`src/rtl/bp_update_unit_pkg.sv`:
```
// Shared types for the branch-predictor counter update path: the queued
// update record and the default index/tag widths.
`ifndef BP_BASEP_ID_LEN
`define BP_BASEP_ID_LEN 4
`endif

package bp_update_unit_pkg;

  localparam int BP_IDX_LEN = `BP_BASEP_ID_LEN;
  localparam int BP_TAG_LEN = 4;

  typedef struct packed {
    logic [BP_IDX_LEN-1:0] addr;
    logic                  taken;
    logic                  init;
  } bp_update_t;

endpackage

```
`src/rtl/bp_update_fifo.sv`:
```
// Pending counter-update buffer: synchronous FIFO of bp_update_t with
// wrap-bit pointers so full and empty are distinguishable at equal indices.
module bp_update_fifo
  import bp_update_unit_pkg::*;
#(
  parameter int DEPTH = 4
) (
  input  logic                     clk,
  input  logic                     rst_n,
  input  logic                     push,
  input  bp_update_t               push_data,
  input  logic                     pop,
  output bp_update_t               head,
  output logic                     full,
  output logic                     empty,
  output logic [$clog2(DEPTH):0]   count
);

  localparam int PTR_W = $clog2(DEPTH);

  bp_update_t     mem_q [DEPTH];
  bp_update_t     mem_d [DEPTH];
  logic [PTR_W:0] wr_ptr_q, wr_ptr_d;
  logic [PTR_W:0] rd_ptr_q, rd_ptr_d;
  logic           do_push, do_pop;

  always_comb begin
    empty    = (wr_ptr_q == rd_ptr_q);
    full     = (wr_ptr_q[PTR_W] != rd_ptr_q[PTR_W]) &&
               (wr_ptr_q[PTR_W-1:0] == rd_ptr_q[PTR_W-1:0]);
    count    = wr_ptr_q - rd_ptr_q;
    head     = mem_q[rd_ptr_q[PTR_W-1:0]];
    do_push  = push && !full;
    do_pop   = pop && !empty;
    mem_d    = mem_q;
    wr_ptr_d = wr_ptr_q;
    rd_ptr_d = rd_ptr_q;
    if (do_push) begin
      mem_d[wr_ptr_q[PTR_W-1:0]] = push_data;
      wr_ptr_d = wr_ptr_q + (PTR_W+1)'(1);
    end
    if (do_pop) begin
      rd_ptr_d = rd_ptr_q + (PTR_W+1)'(1);
    end
  end

  always_ff @(posedge clk or negedge rst_n) begin
    if (!rst_n) begin
      wr_ptr_q <= '0;
      rd_ptr_q <= '0;
    end else begin
      wr_ptr_q <= wr_ptr_d;
      rd_ptr_q <= rd_ptr_d;
    end
  end

  // Storage carries no reset; only the pointers define what is live.
  always_ff @(posedge clk) begin
    mem_q <= mem_d;
  end

endmodule

```
`src/rtl/bp_update_unit.sv`:
```
// Write-side companion of the branch prediction counter table: remembers the
// index of each prediction by tag, turns resolutions into queued counter
// updates and issues them after the table's clear sweep, never twice in a row
// to the same index.
module bp_update_unit
  import bp_update_unit_pkg::*;
#(
  parameter int IDX_LEN    = BP_IDX_LEN,
  parameter int TAG_LEN    = BP_TAG_LEN,
  parameter int FIFO_DEPTH = 4
) (
  input  logic               clk,
  input  logic               rst_n,
  input  logic               IN_predValid,
  input  logic [TAG_LEN-1:0] IN_predTag,
  input  logic [IDX_LEN-1:0] IN_predIdx,
  input  logic               IN_predHit,
  input  logic               IN_flush,
  input  logic               IN_resValid,
  input  logic [TAG_LEN-1:0] IN_resTag,
  input  logic               IN_resTaken,
  output logic               OUT_resReady,
  output logic               OUT_dropped,
  output logic               OUT_writeEn,
  output logic [IDX_LEN-1:0] OUT_writeAddr,
  output logic               OUT_writeInit,
  output logic               OUT_writeTaken,
  output logic               OUT_warm
);

  localparam int                 NUM_TAGS  = 1 << TAG_LEN;
  localparam int                 CNT_W     = IDX_LEN + 2;
  localparam logic [CNT_W-1:0]   WARM_VAL  = CNT_W'((1 << IDX_LEN) + 1);
  localparam int                 PTR_W     = $clog2(FIFO_DEPTH);
  localparam logic [PTR_W:0]     DEPTH_CNT = (PTR_W+1)'(FIFO_DEPTH);

  logic [CNT_W-1:0]    warm_cnt_q, warm_cnt_d;
  logic [NUM_TAGS-1:0] slot_vld_q, slot_vld_d;
  logic [NUM_TAGS-1:0] slot_init_q, slot_init_d;
  logic [IDX_LEN-1:0]  slot_idx_q [NUM_TAGS];
  logic [IDX_LEN-1:0]  slot_idx_d [NUM_TAGS];

  logic                wen_q, wen_d;
  logic [IDX_LEN-1:0]  waddr_q, waddr_d;
  logic                winit_q, winit_d;
  logic                wtaken_q, wtaken_d;
  logic                dropped_q, dropped_d;

  logic                res_accept, res_hit, hazard;
  logic                fifo_push, fifo_pop, fifo_full, fifo_empty;
  logic [PTR_W:0]      fifo_count;
  bp_update_t          push_upd, head_upd;

  assign OUT_warm       = (warm_cnt_q == WARM_VAL);
  assign OUT_resReady   = !fifo_full;
  assign OUT_dropped    = dropped_q;
  assign OUT_writeEn    = wen_q;
  assign OUT_writeAddr  = waddr_q;
  assign OUT_writeInit  = winit_q;
  assign OUT_writeTaken = wtaken_q;

  always_comb begin
    warm_cnt_d = OUT_warm ? warm_cnt_q : warm_cnt_q + CNT_W'(1);
  end

  // Resolution lookup reads the slot contents from before this edge.
  always_comb begin
    res_accept     = IN_resValid && OUT_resReady;
    res_hit        = slot_vld_q[IN_resTag];
    fifo_push      = res_accept && res_hit;
    dropped_d      = res_accept && !res_hit;
    push_upd.addr  = slot_idx_q[IN_resTag];
    push_upd.taken = IN_resTaken;
    push_upd.init  = slot_init_q[IN_resTag];
  end

  // Flush and consumption clear first so a same-cycle prediction survives.
  always_comb begin
    slot_vld_d  = slot_vld_q;
    slot_init_d = slot_init_q;
    slot_idx_d  = slot_idx_q;
    if (IN_flush) begin
      slot_vld_d = '0;
    end
    if (fifo_push) begin
      slot_vld_d[IN_resTag] = 1'b0;
    end
    if (IN_predValid) begin
      slot_vld_d[IN_predTag]  = 1'b1;
      slot_idx_d[IN_predTag]  = IN_predIdx;
      slot_init_d[IN_predTag] = !IN_predHit;
    end
  end

  // The table's read-modify-write is unforwarded, so a head matching the
  // write in flight waits one cycle.
  always_comb begin
    hazard   = wen_q && (head_upd.addr == waddr_q);
    fifo_pop = OUT_warm && !fifo_empty && !hazard;
    wen_d    = fifo_pop;
    waddr_d  = waddr_q;
    winit_d  = winit_q;
    wtaken_d = wtaken_q;
    if (fifo_pop) begin
      waddr_d  = head_upd.addr;
      winit_d  = head_upd.init;
      wtaken_d = head_upd.taken;
    end
  end

  bp_update_fifo #(
    .DEPTH (FIFO_DEPTH)
  ) u_fifo (
    .clk       (clk),
    .rst_n     (rst_n),
    .push      (fifo_push),
    .push_data (push_upd),
    .pop       (fifo_pop),
    .head      (head_upd),
    .full      (fifo_full),
    .empty     (fifo_empty),
    .count     (fifo_count)
  );

  assert property (@(posedge clk) disable iff (!rst_n) fifo_count <= DEPTH_CNT);

  always_ff @(posedge clk or negedge rst_n) begin
    if (!rst_n) begin
      warm_cnt_q <= '0;
      slot_vld_q <= '0;
      wen_q      <= 1'b0;
      waddr_q    <= '0;
      winit_q    <= 1'b0;
      wtaken_q   <= 1'b0;
      dropped_q  <= 1'b0;
    end else begin
      warm_cnt_q <= warm_cnt_d;
      slot_vld_q <= slot_vld_d;
      wen_q      <= wen_d;
      waddr_q    <= waddr_d;
      winit_q    <= winit_d;
      wtaken_q   <= wtaken_d;
      dropped_q  <= dropped_d;
    end
  end

  always_ff @(posedge clk) begin
    slot_idx_q  <= slot_idx_d;
    slot_init_q <= slot_init_d;
  end

endmodule
```
`config.mk`:
```
export PLATFORM = sky130hd
export DESIGN_NAME = bp_update_unit
export DESIGN_NICKNAME = d
export VERILOG_FILES = /design/src/rtl/bp_update_unit_pkg.sv /design/src/rtl/bp_update_fifo.sv /design/src/rtl/bp_update_unit.sv
export SDC_FILE = /design/constraint.sdc
export NUM_CORES = 1
export LEC_CHECK = 0
export CORE_ASPECT_RATIO = 1.4
export CORE_MARGIN = 2
export CORE_UTILIZATION = 45
export CTS_BUF_LIST = sky130_fd_sc_hd__clkbuf_4 sky130_fd_sc_hd__clkbuf_8
export DETAILED_ROUTE_END_ITERATION = 10
export PLACE_DENSITY_LB_ADDON = 0.05
export SYNTH_ARGS = -nofsm -noshare
export SYNTH_HDL_FRONTEND = slang
export SYNTH_SLANG_ARGS = --single-unit
export TNS_END_PERCENT = 30
```
`constraint.sdc`:
```
create_clock -name clk -period 2.3 [get_ports clk]
set_input_delay 0.345 -clock clk [delete_from_list [all_inputs] [get_ports clk]]
set_output_delay 0.345 -clock clk [all_outputs]
set_load 0.005 [all_outputs]
```
==> key figures, run 1 <==
STA
  – Fin. max-slew vios: 0
  – Final Skew: 0.01231 ns
  – Setup tns final: 0 ns
  – RSZ-0062 raised after global routing: false
  – Final period utilization: around 95%
  – Final Critical Period: 2.195 ns
  – Setup-failing EPs final: 0
  – Fin. Hold Viols: 0
  – Fmax: 0.4556 GHz
  – Worst slew pin tran: approximately 0.84 ns
  – Slew headroom: 43.81%
  – Final WS setup: ~0.11 ns

Yosys
  – Mapped cell area: 5897 um2
  – Net Count, Synth: 356
  – Synth area leaders: edfxtp_1 53%, dfrtp_1 15%, mux4_2 13%, xnor2_1 1.8%, o211ai_1 1.5%
  – Most frequent cell after synthesis: edfxtp_1
  – Yosys top cell by area: edfxtp_1
  – Mux share of post-synthesis cell area: 16.04%
  – FFs w/ async S/R, synth: 25.71%
  – Yosys synthesis warning count: 0
  – Top cells by instance count after synthesis: 104 x edfxtp_1, 36 x dfrtp_1, 34 x mux4_2, 16 x nor2_1, 13 x o21ai_0
  – Synthesized area per cell: 17.87 um2
  – Combinational family with the most area after synthesis: multiplexers
  – Synth top area share: 52.96%
  – Sequential-to-total area share from yosys stat: 68.24%
  – Cells after Synth: 330
  – Post-synthesis adder-cell area fraction: roughly 1.5%
  – Number of flops mapped to enable cells by yosys: 104
  – Synth Area in XOR/XNOR: 2.228%
  – #FFs+latches synth: 140
  – Synth Area in Compound Gates: 4.456%
  – Synth Area in Simple Gates: 5.814%
  – Count of cell types in the netlist: 43
  – Primary FF master, synth: edfxtp_1

Placement
  – HPWL after detailed placement: 8316 um
  – PortBufs: 28
  – Placed cell areas: 6561 um2
  – Dpl ws: -0.4895 ns
  – RePlAce Congestion: 0.8389

Critical path
  – R2R Setup Slk: roughly 0.15 ns
  – Crit start category: flip-flop
  – CP Class: reg -> out
  – Req. time, crit path: 1.96 ns
  – CP arrival: between 1.5 and 2 ns
  – Worst reg2reg path depth: 6
  – Reg-to-Reg Start: u_fifo.rd_ptr_q[0]
  – Element type at the critical path end: output pin
  – Worst-path fanout max: 6
  – Reg-to-Reg End: OUT_writeAddr[0]

Layout
  – Antenna cells: 0
  – Finished Core Util: 54.44%
  – Design area: 6975 um2
  – Fin nets: 425
  – Layout cell share with drive strength beyond 1: 29.61%
  – Area Growth Syn to Fin: 18.29%

Clocking
  – CTS tree: done
  – Clock Latency Late Sink: between 0.4 and 0.5 ns
  – TritonCTS Buffers: 17
  – Root buffer cell: clkbuf_8
  – Sink Count: 140
  – CTS clk-pin slew, worst paths: 0.09 ns
  – CTS H-tree lvls: 4
  – Hold buffer count at CTS: 0
  – CTS Buffer Depth: 2

Status
  – Status: completed

Die
  – Initial Util: 46.02%
  – Die W: 100.7 um
  – Core Region: 12810 um2
  – Num ports: 29
  – Area of the die: 14050 um2
  – Die Ht: about 140 um
  – Row count: 49

Detailed routing
  – DR DRC count: 0
  – DR WL/cell: 20.23 um
  – Vias per std cell: roughly 5.5
  – ANT nets after route: 0
  – Vias: 3128
  – First drt pass iteration count: 6
  – Drt initial violations: 166
  – Post-Route WL: 11430 um

Job
  – Max-cap violations: 0

Global routing
  – Largest net degree at the start of global routing: 37
  – Vias in the first global route: 3339
  – Grt ovf: 0
  – GRT Util Overall: 17.61%
  – First-pass GRT wire length: 18020 um
  – Antenna violations before repair: 0

Pwr
  – Worst VDD drop: 0.0003960 V
  – Sequential Power Share: ~48%
  – Final Power: 0.006394 W
  – Pwr dens: 916.7 nW/um2
  – Total internal power: 0.004677 W
  – Sw Pwr: 0.001717 W
  – Power share of the clock group: 31.1%
  – Leakage: between 2 and 2.5 nW
  – Logic pwr share: 20.8%
  – Switching Fraction: between 20 and 30%

Min path
  – Hold Path Class: in -> async
## cells by family (layout without fill, tap and decap cells)
group                    after synthesis  count (layout)
adder cells (fa/ha/maj)                7               7
buffers and inverters                 21             103
multiplexers                          49              49
AO/OA/AOI/OAI                         36              36
AND/OR/NAND/NOR                       62              62
XOR/XNOR                              15              15
flip-flops                           140             140
## sequential cells by signal (all words and copies together) (netlist names)
signal,flops
OUT_writeAddr,4
slot_init_q,16
OUT_dropped,1
OUT_writeInit,1
u_fifo.mem_q,24
OUT_writeEn,1
OUT_writeTaken,1
slot_idx_q,64
u_fifo.wr_ptr_q,3
slot_vld_q,16
warm_cnt_q,6
u_fifo.rd_ptr_q,3
## cell usage in the layout, fill, tap and decap left out, types with 5 or more instances in the layout
cell / count
clkbuf_8: 17
buf_4: 35
inv_6: 5
edfxtp_1: 104
inv_1: 6
xnor2_1: 12
ha_1: 7
nand3_1: 7
o211ai_1: 12
dfrtp_1: 34
mux2_2: 7
and2_1: 5
o21ai_0: 13
clkdlybuf4s50_1: 24
mux4_2: 34
nand2_1: 5
nand2b_1: 9
mux2i_1: 6
nor2_1: 15
## metrics by stage
step	hold WS (ns)	std cells
after floorplan	0.04941	330
after global placement	0.4686	532
after detailed placement	0.4746	532
after CTS	0.03523	565
after global routing	0.05195	565
final	0.008633	565
## critical path, stage by stage, from the launching register on
cell,delay (ns)
dfrtp_1,0.42
inv_1,0.07
ha_1,0.13
and4b_2,0.29
clkdlybuf4s50_1,0.52
## layer usage
| layer | up-vias | GRT usage [%] | share of wire, % |
|---|---|---|---|
| met5 | - | 0 | 0 |
| met4 | 0 | 7.138 | 1.9 |
| met3 | 10 | 4.771 | 3.3 |
| met2 | 74 | 32.07 | 57 |
| met1 | 1600 | 18.89 | 37 |
| li1 | 1444 | - | - |
## power by group through the flow
stage | logic (W) | clock network (W) | registers, W
3_3_place_gp | 0.00131 | 0 | 0.00315
6_report | 0.00133 | 0.00199 | 0.00308
2_1_floorplan | 0.000876 | 0 | 0.00309
5_1_grt | 0.00148 | 0.00215 | 0.00310
4_1_cts | 0.00136 | 0.00204 | 0.00308
3_5_place_dp | 0.00133 | 0 | 0.00316
## how the worst max path moves through the flow
stage / start / end / slack, ns / depth (start not counted)
global placement: IN_resTag[1] / u_fifo.mem_q[13] / -0.44 / 7
CTS: warm_cnt_q[1] / OUT_warm / 0.02 / 4
detailed placement: IN_resTag[1] / u_fifo.mem_q[13] / -0.49 / 7
finish: warm_cnt_q[1] / OUT_warm / 0.11 / 4
floorplan: IN_resTag[0] / u_fifo.mem_q[0] / 0.09 / 5
global route: warm_cnt_q[1] / OUT_warm / 0.007 / 4
## cell type report
| type | instances | area, um2 |
|---|---|---|
| clock buffer | 18 | 241.5 |
| clock inverter | 14 | 157.7 |
| fill | 1054 | 5838 |
| inverter | 6 | 22.52 |
| multi-input combinational | 169 | 1774 |
| sequential | 140 | 4026 |
| tap | 153 | 191.4 |
| timing repair buffer | 65 | 561.8 |
## repair_timing
item	in CTS	in global routing
resized for setup	6	1
pin swaps	0	0
setup buffers	1	0
endpoints found under the setup margin	22	1
Note: power is estimated with default switching activity, not from simulation.
==> run 2, diff against run 1 <==
PLACE_DENSITY = 0.69   (was not set)
PLACE_DENSITY_LB_ADDON = not set   (was 0.05)
==> run 2 against run 1 <==
Effect of this change: the flow now finishes with violations (negative hold slack); clock-buffer cell count shrank 1; clock power shrank 3%; sequential power is essentially flat; power shrank 1.0%; critical path depth grew 2; die area is the same; setup slack gained 0.0075 ns; maximum frequency grew 0.34%; final cell count shrank 0.88%; non-clock buffer count shrank 4; flip-flop and latch count is the same; critical path type is now in -> reg; largest power group unchanged.
==> key figures, run 2 (synthesized netlist as in run 1, its figures left out) <==
Critical path
  – WP buf/inv: 1 (was 2)
  – Worst-path fanout max: 6 (unchanged)
  – Element type at the critical path end: flip-flop (was output pin)
  – CP arrival: 2.37 ns (was 1.85 ns)
  – Crit start category: input pin (was flip-flop)
  – Req. time, crit path: 2.49 ns (was 1.96 ns)
  – CP cell instances: clkdlybuf4s50_1, mux4_1, mux2_2, a22oi_4, nor2b_2, and2_2 (was inv_1, ha_1, and4b_2, clkdlybuf4s50_1)
  – Max incr delay on CP: 0.57 ns (was 0.52 ns)
  – CP top delay family: multiplexers (was buffers and inverters)
  – CP Class: in -> reg (was reg -> out)
  – Worst path slowest cell: clkdlybuf4s50_1 (unchanged)
  – R2R Setup Slk: 0.19 ns (was 0.15 ns)

Die
  – Die Ht: 139.4 um (unchanged)
  – Num ports: 29 (unchanged)
  – Area of the die: 14050 um2 (unchanged)
  – Initial Util: 46.02% (unchanged)
  – Row count: 49 (unchanged)
  – Core Region: 12810 um2 (unchanged)
  – Die W: 100.7 um (unchanged)

Layout
  – Largest regs: slot_idx_q (64), u_fifo.mem_q (24) (unchanged)
  – Fin nets: 421 (was 425)
  – Design area: 6958 um2 (was 6975 um2)
  – Largest register by flop count: slot_idx_q (unchanged)
  – Antenna cells: 0 (unchanged)
  – Commonest cells after routing, fill and taps aside: 104 x edfxtp_1, 34 x dfrtp_1, 34 x mux4_2 (was 104 x edfxtp_1, 35 x buf_4, 34 x dfrtp_1, 34 x mux4_2, 24 x clkdlybuf4s50_1)
  – Area Growth Syn to Fin: 17.99% (was 18.29%)
  – Layout cell share with drive strength beyond 1: 29.48% (was 29.61%)
  – Commonest non-fill, non-tap cell in the layout: edfxtp_1 (unchanged)
  – Finished Core Util: 54.30% (was 54.44%)
  – # fillers: 1028 (was 1054)
  – Max FFs per register: 64 (unchanged)

Detailed routing
  – Drt initial violations: 191 (was 166)
  – Post-Route WL: 10450 um (was 11430 um)
  – Vias: 3079 (was 3128)
  – ANT nets after route: 0 (unchanged)
  – First drt pass iteration count: 4 (was 6)
  – DR DRC count: 0 (unchanged)
  – Vias per std cell: 5.498 (was 5.536)
  – DR WL/cell: 18.67 um (was 20.23 um)

STA
  – Fin. max-slew vios: 0 (unchanged)
  – Final Critical Period: 2.187 ns (was 2.195 ns)
  – Fin. Hold Viols: 2 (was 0)
  – Fmax: 0.4572 GHz (was 0.4556 GHz)
  – RSZ-0062 raised after global routing: false (unchanged)
  – Slew headroom: 45.10% (was 43.81%)
  – Final period utilization: 95.10% (was 95.43%)
  – Final WS setup: 0.1126 ns (was 0.1052 ns)
  – Worst slew pin tran: 0.8236 ns (was 0.8428 ns)
  – Setup tns final: 0 ns (unchanged)
  – Hold WS: -0.003149 ns (was 0.008633 ns)
  – Final Skew: 0.01047 ns (was 0.01231 ns)
  – Setup-failing EPs final: 0 (unchanged)

Pwr
  – Sw Pwr: 0.001669 W (was 0.001717 W)
  – Pwr dens: 909.8 nW/um2 (was 916.7 nW/um2)
  – Total internal power: 0.004661 W (was 0.004677 W)
  – Leakage: 2.476 nW (was 2.484 nW)
  – Switching Fraction: 26.37% (was 26.85%)
  – Sequential Power Share: 48.6% (was 48.1%)
  – Power share of the clock group: 30.6% (was 31.1%)
  – Logic pwr share: 20.7% (was 20.8%)
  – Worst VDD drop: 0.0004509 V (was 0.0003960 V)
  – Final Power: 0.006330 W (was 0.006394 W)

Clocking
  – CTS clk-pin slew, worst paths: 0.08 ns (was 0.09 ns)
  – CTS Buffer Depth: 2 (unchanged)
  – Sink Count: 140 (unchanged)
  – CTS tree: done (unchanged)
  – Hold buffer count at CTS: 0 (unchanged)
  – Clock Latency Late Sink: 0.44 ns (about the same)
  – TritonCTS Buffers: 17 (unchanged)
  – CTS H-tree lvls: 4 (unchanged)
  – Root buffer cell: clkbuf_8 (unchanged)

Placement
  – HPWL after detailed placement: 7440 um (was 8316 um)
  – PortBufs: 28 (unchanged)
  – Placed cell areas: 6544 um2 (was 6561 um2)
  – RePlAce Congestion: 0.8083 (was 0.8389)
  – Dpl ws: -0.3558 ns (was -0.4895 ns)

Status
  – Status: finished, violations left (was completed)
  – Failing checks: negative hold slack

Global routing
  – Antenna violations before repair: 0 (unchanged)
  – GRT Util Overall: 16.14% (was 17.61%)
  – Largest net degree at the start of global routing: 37 (unchanged)
  – First-pass GRT wire length: 16730 um (was 18020 um)
  – Grt ovf: 0 (unchanged)
  – Vias in the first global route: 3111 (was 3339)

Job
  – Max-cap violations: 0 (unchanged)

Min path
  – Hold Path Class: in -> async (unchanged)
## run 2: worst reg2reg max path, stage by stage (launching register included)
cell and delay, ns:
dfrtp_2 0.39, buf_4 0.15, mux4_2 0.52, xnor2_1 0.17, o2111ai_1 0.18, nand2_2 0.22
mux2_2 0.36
## run 2: worst paths after layout
check	start	end	cells past startpoint
setup / recovery	IN_resTag[1]	u_fifo.mem_q[15]	6
hold / removal	rst_n	warm_cnt_q[4]	1
setup reg to reg	u_fifo.rd_ptr_q[0]	OUT_writeTaken	6
hold reg to reg	warm_cnt_q[5]	warm_cnt_q[5]	1
max in group asynchronous	rst_n	u_fifo.rd_ptr_q[0]	1
min in group clk	warm_cnt_q[5]	warm_cnt_q[5]	1
## run 2: metrics by stage
step | hold slack [ns] | instances
CTS | 0.01362 | 560
global route | 0.04307 | 560
floorplan | 0.04941 | 330
finish | -0.003149 | 560
global placement | 0.4565 | 528
detailed placement | 0.4584 | 528
## run 2: cell type report
class / instances / area, um2 / share of cell area (%)
Clock buffer: 17 / 234.0 / 3.363
Clock inverter: 14 / 161.4 / 2.320
Inverter: 6 / 22.52 / 0.3237
Tap cell: 153 / 191.4 / 2.751
Timing Repair Buffer: 61 / 544.3 / 7.822
Sequential cell: 140 / 4026 / 57.87
Multi-Input combinational cell: 169 / 1778 / 25.55
## run 2: layer usage
metal	vias to the layer above	routed length [um]	track usage (%)
met4	0	135	5.840
li1	1438	-	-
met5	-	0	0
met3	13	305	4.119
met2	49	5909	28.53
met1	1579	4104	18.68
## run 2: timing repair
action	in CTS	in global routing
gates resized for setup	3	6
setup buffers	1	0
endpoints found under the setup margin	1	20
cloned	0	0
## run 2: power groups by stage
stage / logic, W / registers (W) / clock network, W
after floorplan: 0.000876 / 0.00309 / 0
after global placement: 0.00128 / 0.00314 / 0
after detailed placement: 0.00131 / 0.00315 / 0
after CTS: 0.00133 / 0.00308 / 0.00199
after global routing: 0.00145 / 0.00311 / 0.00210
final: 0.00131 / 0.00308 / 0.00194
==> run 3, diff against run 2 <==
CORE_ASPECT_RATIO = not set   (was 1.4)
==> run 3 against run 2 <==
Effect of this change: largest power group unchanged; the run still ends with negative hold slack left; largest cell class unchanged; critical path depth unchanged; clock power rose by 5%; register-to-register slack better by 0.03 ns; die area hardly changed; clock-buffer cell count grew 1; via count is 0.26% higher.
==> key figures, run 3 (synthesized netlist as in run 1, its figures left out) <==
Critical path
  – Req. time, crit path: 2.50 ns (was 2.49 ns)
  – CP Class: in -> reg (unchanged)
  – Crit start category: input pin (unchanged)
  – Element type at the critical path end: flip-flop (unchanged)
  – Worst-path fanout max: 6 (unchanged)
  – CP arrival: 2.40 ns (was 2.37 ns)

STA
  – Final period utilization: 95.68% (was 95.10%)
  – Final Critical Period: 2.201 ns (was 2.187 ns)
  – Fmax: 0.4544 GHz (was 0.4572 GHz)
  – Fin. Hold Viols: 2 (unchanged)
  – Setup-failing EPs final: 0 (unchanged)
  – Fin. max-slew vios: 0 (unchanged)
  – RSZ-0062 raised after global routing: false (unchanged)
  – Final WS setup: 0.09939 ns (was 0.1126 ns)
  – Final Skew: 0.01020 ns (was 0.01047 ns)
  – Worst slew pin tran: 0.8347 ns (was 0.8236 ns)
  – Hold WS: -0.0004826 ns (was -0.003149 ns)
  – Slew headroom: 44.35% (was 45.10%)

Layout
  – Largest regs: slot_idx_q (64), u_fifo.mem_q (24) (unchanged)
  – Finished Core Util: 54.41% (was 54.30%)
  – # fillers: 1059 (was 1028)
  – Commonest cells after routing, fill and taps aside: 104 x edfxtp_1, 34 x dfrtp_1, 34 x mux4_2 (unchanged)
  – Antenna cells: 0 (unchanged)
  – Storage cell area: 4026 um2 (unchanged)
  – Fin nets: 411 (was 421)
  – Multi-input logic area: 1778 um2 (unchanged)
  – Largest register by flop count: slot_idx_q (unchanged)
  – Max FFs per register: 64 (unchanged)
  – Layout cell share with drive strength beyond 1: 27.39% (was 29.48%)
  – Commonest non-fill, non-tap cell in the layout: edfxtp_1 (unchanged)
  – Area Growth Syn to Fin: 17.38% (was 17.99%)

Detailed routing
  – Post-Route WL: 10720 um (was 10450 um)
  – First drt pass iteration count: 4 (unchanged)
  – Vias per std cell: 5.416 (was 5.498)
  – DR DRC count: 0 (unchanged)
  – DR WL/cell: 18.81 um (was 18.67 um)
  – Vias: 3087 (was 3079)
  – Drt initial violations: 209 (was 191)
  – ANT nets after route: 0 (unchanged)

Clocking
  – Clock Latency Late Sink: 0.45 ns (was 0.44 ns)
  – CTS clk-pin slew, worst paths: 0.07 ns (was 0.08 ns)
  – CTS tree: done (unchanged)
  – TritonCTS Buffers: 17 (unchanged)
  – CTS H-tree lvls: 4 (unchanged)
  – Hold buffer count at CTS: 0 (unchanged)
  – Sink Count: 140 (unchanged)
  – Root buffer cell: clkbuf_8 (unchanged)
  – CTS Buffer Depth: 2 (unchanged)

Placement
  – HPWL after detailed placement: 7413 um (was 7440 um)
  – RePlAce Congestion: 0.7779 (was 0.8083)
  – PortBufs: 28 (unchanged)
  – Dpl ws: -0.3908 ns (was -0.3558 ns)

Min path
  – Hold Path Class: in -> async (unchanged)

Pwr
  – Leakage: 2.427 nW (was 2.476 nW)
  – Worst VDD drop: 0.0006874 V (was 0.0004509 V)
  – Final Power: 0.006437 W (was 0.006330 W)
  – Pwr dens: 930.0 nW/um2 (was 909.8 nW/um2)

Die
  – Area of the die: 14040 um2 (was 14050 um2)
  – Num ports: 29 (unchanged)
  – Row count: 41 (was 49)
  – Die W: 118.5 um (was 100.7 um)
  – Initial Util: 46.35% (was 46.02%)
  – Core Region: 12720 um2 (was 12810 um2)
  – Die Ht: 118.5 um (was 139.4 um)

Global routing
  – Antenna violations before repair: 0 (unchanged)
  – Largest net degree at the start of global routing: 37 (unchanged)
  – Vias in the first global route: 3217 (was 3111)
  – Grt ovf: 0 (unchanged)
  – First-pass GRT wire length: 17710 um (was 16730 um)
  – GRT Util Overall: 17.00% (was 16.14%)

Job
  – Max-cap violations: 0 (unchanged)

Status
  – Failing checks: negative hold slack (unchanged)
  – Status: finished, violations left (unchanged)
run 3: cell types whose count changed in the layout (fill, tap and decap cells not counted), sizes merged:
cell,previous run,this run
buf,35,25
inv,11,9
clkinvlp,1,2
clkbuf,17,18
bufinv,2,3
run 3: final timing paths:
check                                    from            endpoint  slack, ns  depth (start not counted)
setup / recovery                 IN_resTag[1]    u_fifo.mem_q[15]        0.1                          6
hold / removal                          rst_n       warm_cnt_q[4]    -0.0005                          1
setup reg to reg           u_fifo.rd_ptr_q[0]  u_fifo.rd_ptr_q[1]       0.22                          6
hold reg to reg                 warm_cnt_q[5]       warm_cnt_q[5]       0.47                          1
max in group asynchronous               rst_n  u_fifo.rd_ptr_q[1]       1.73                          1
min in group clk                 IN_resTag[0]       slot_vld_q[0]       0.37                          3
run 3: timing repair:
action,4_1_cts,5_1_grt
pin swaps,0,0
cloned,0,0
endpoints found under the setup margin,2,25
resized for setup,4,5
hold endpoints to repair,0,0
setup buffers,1,0
run 3: cell type report:
| cell class | instances | area share, % |
|---|---|---|
| sequential | 140 | 58.17 |
| multi-input combinational | 169 | 25.69 |
| timing repair buffer | 51 | 6.779 |
| clock buffer | 18 | 3.489 |
| tap | 172 | 3.109 |
| clock inverter | 14 | 2.440 |
| inverter | 6 | 0.3254 |
run 3: stage by stage:
step | TNS (ns) | area [um2] | std cells
2_1_floorplan | 0 | 5897 | 330
3_3_place_gp | -10.08 | 6492 | 537
3_5_place_dp | -12.64 | 6492 | 537
4_1_cts | 0 | 6913 | 570
5_1_grt | 0 | 6922 | 570
6_report | 0 | 6922 | 570
run 3: power breakdown:
part	internal [W]	total, W	switching [W]
combinational	0.000761	0.00132	0.000555
sequential	0.00292	0.00308	0.000154
clock	0.00109	0.00204	0.000956
total	0.00477	0.00644	0.00167
run 3: worst max-delay path: stages:
cell,delay [ns]
clkdlybuf4s50_1,0.57
mux4_1,0.59
mux2_2,0.31
a22oi_4,0.22
nor2b_2,0.10
and2_2,0.26
run 3: metal layers:
metal / vias to the layer above / wire length [um] / global-route usage, %
li1: 1412 / - / -
met2: 80 / 5306 / 26.37
met1: 1583 / 4763 / 22.84
met5: - / 0 / 0
met4: 0 / 145 / 6.994
met3: 12 / 507 / 4.681
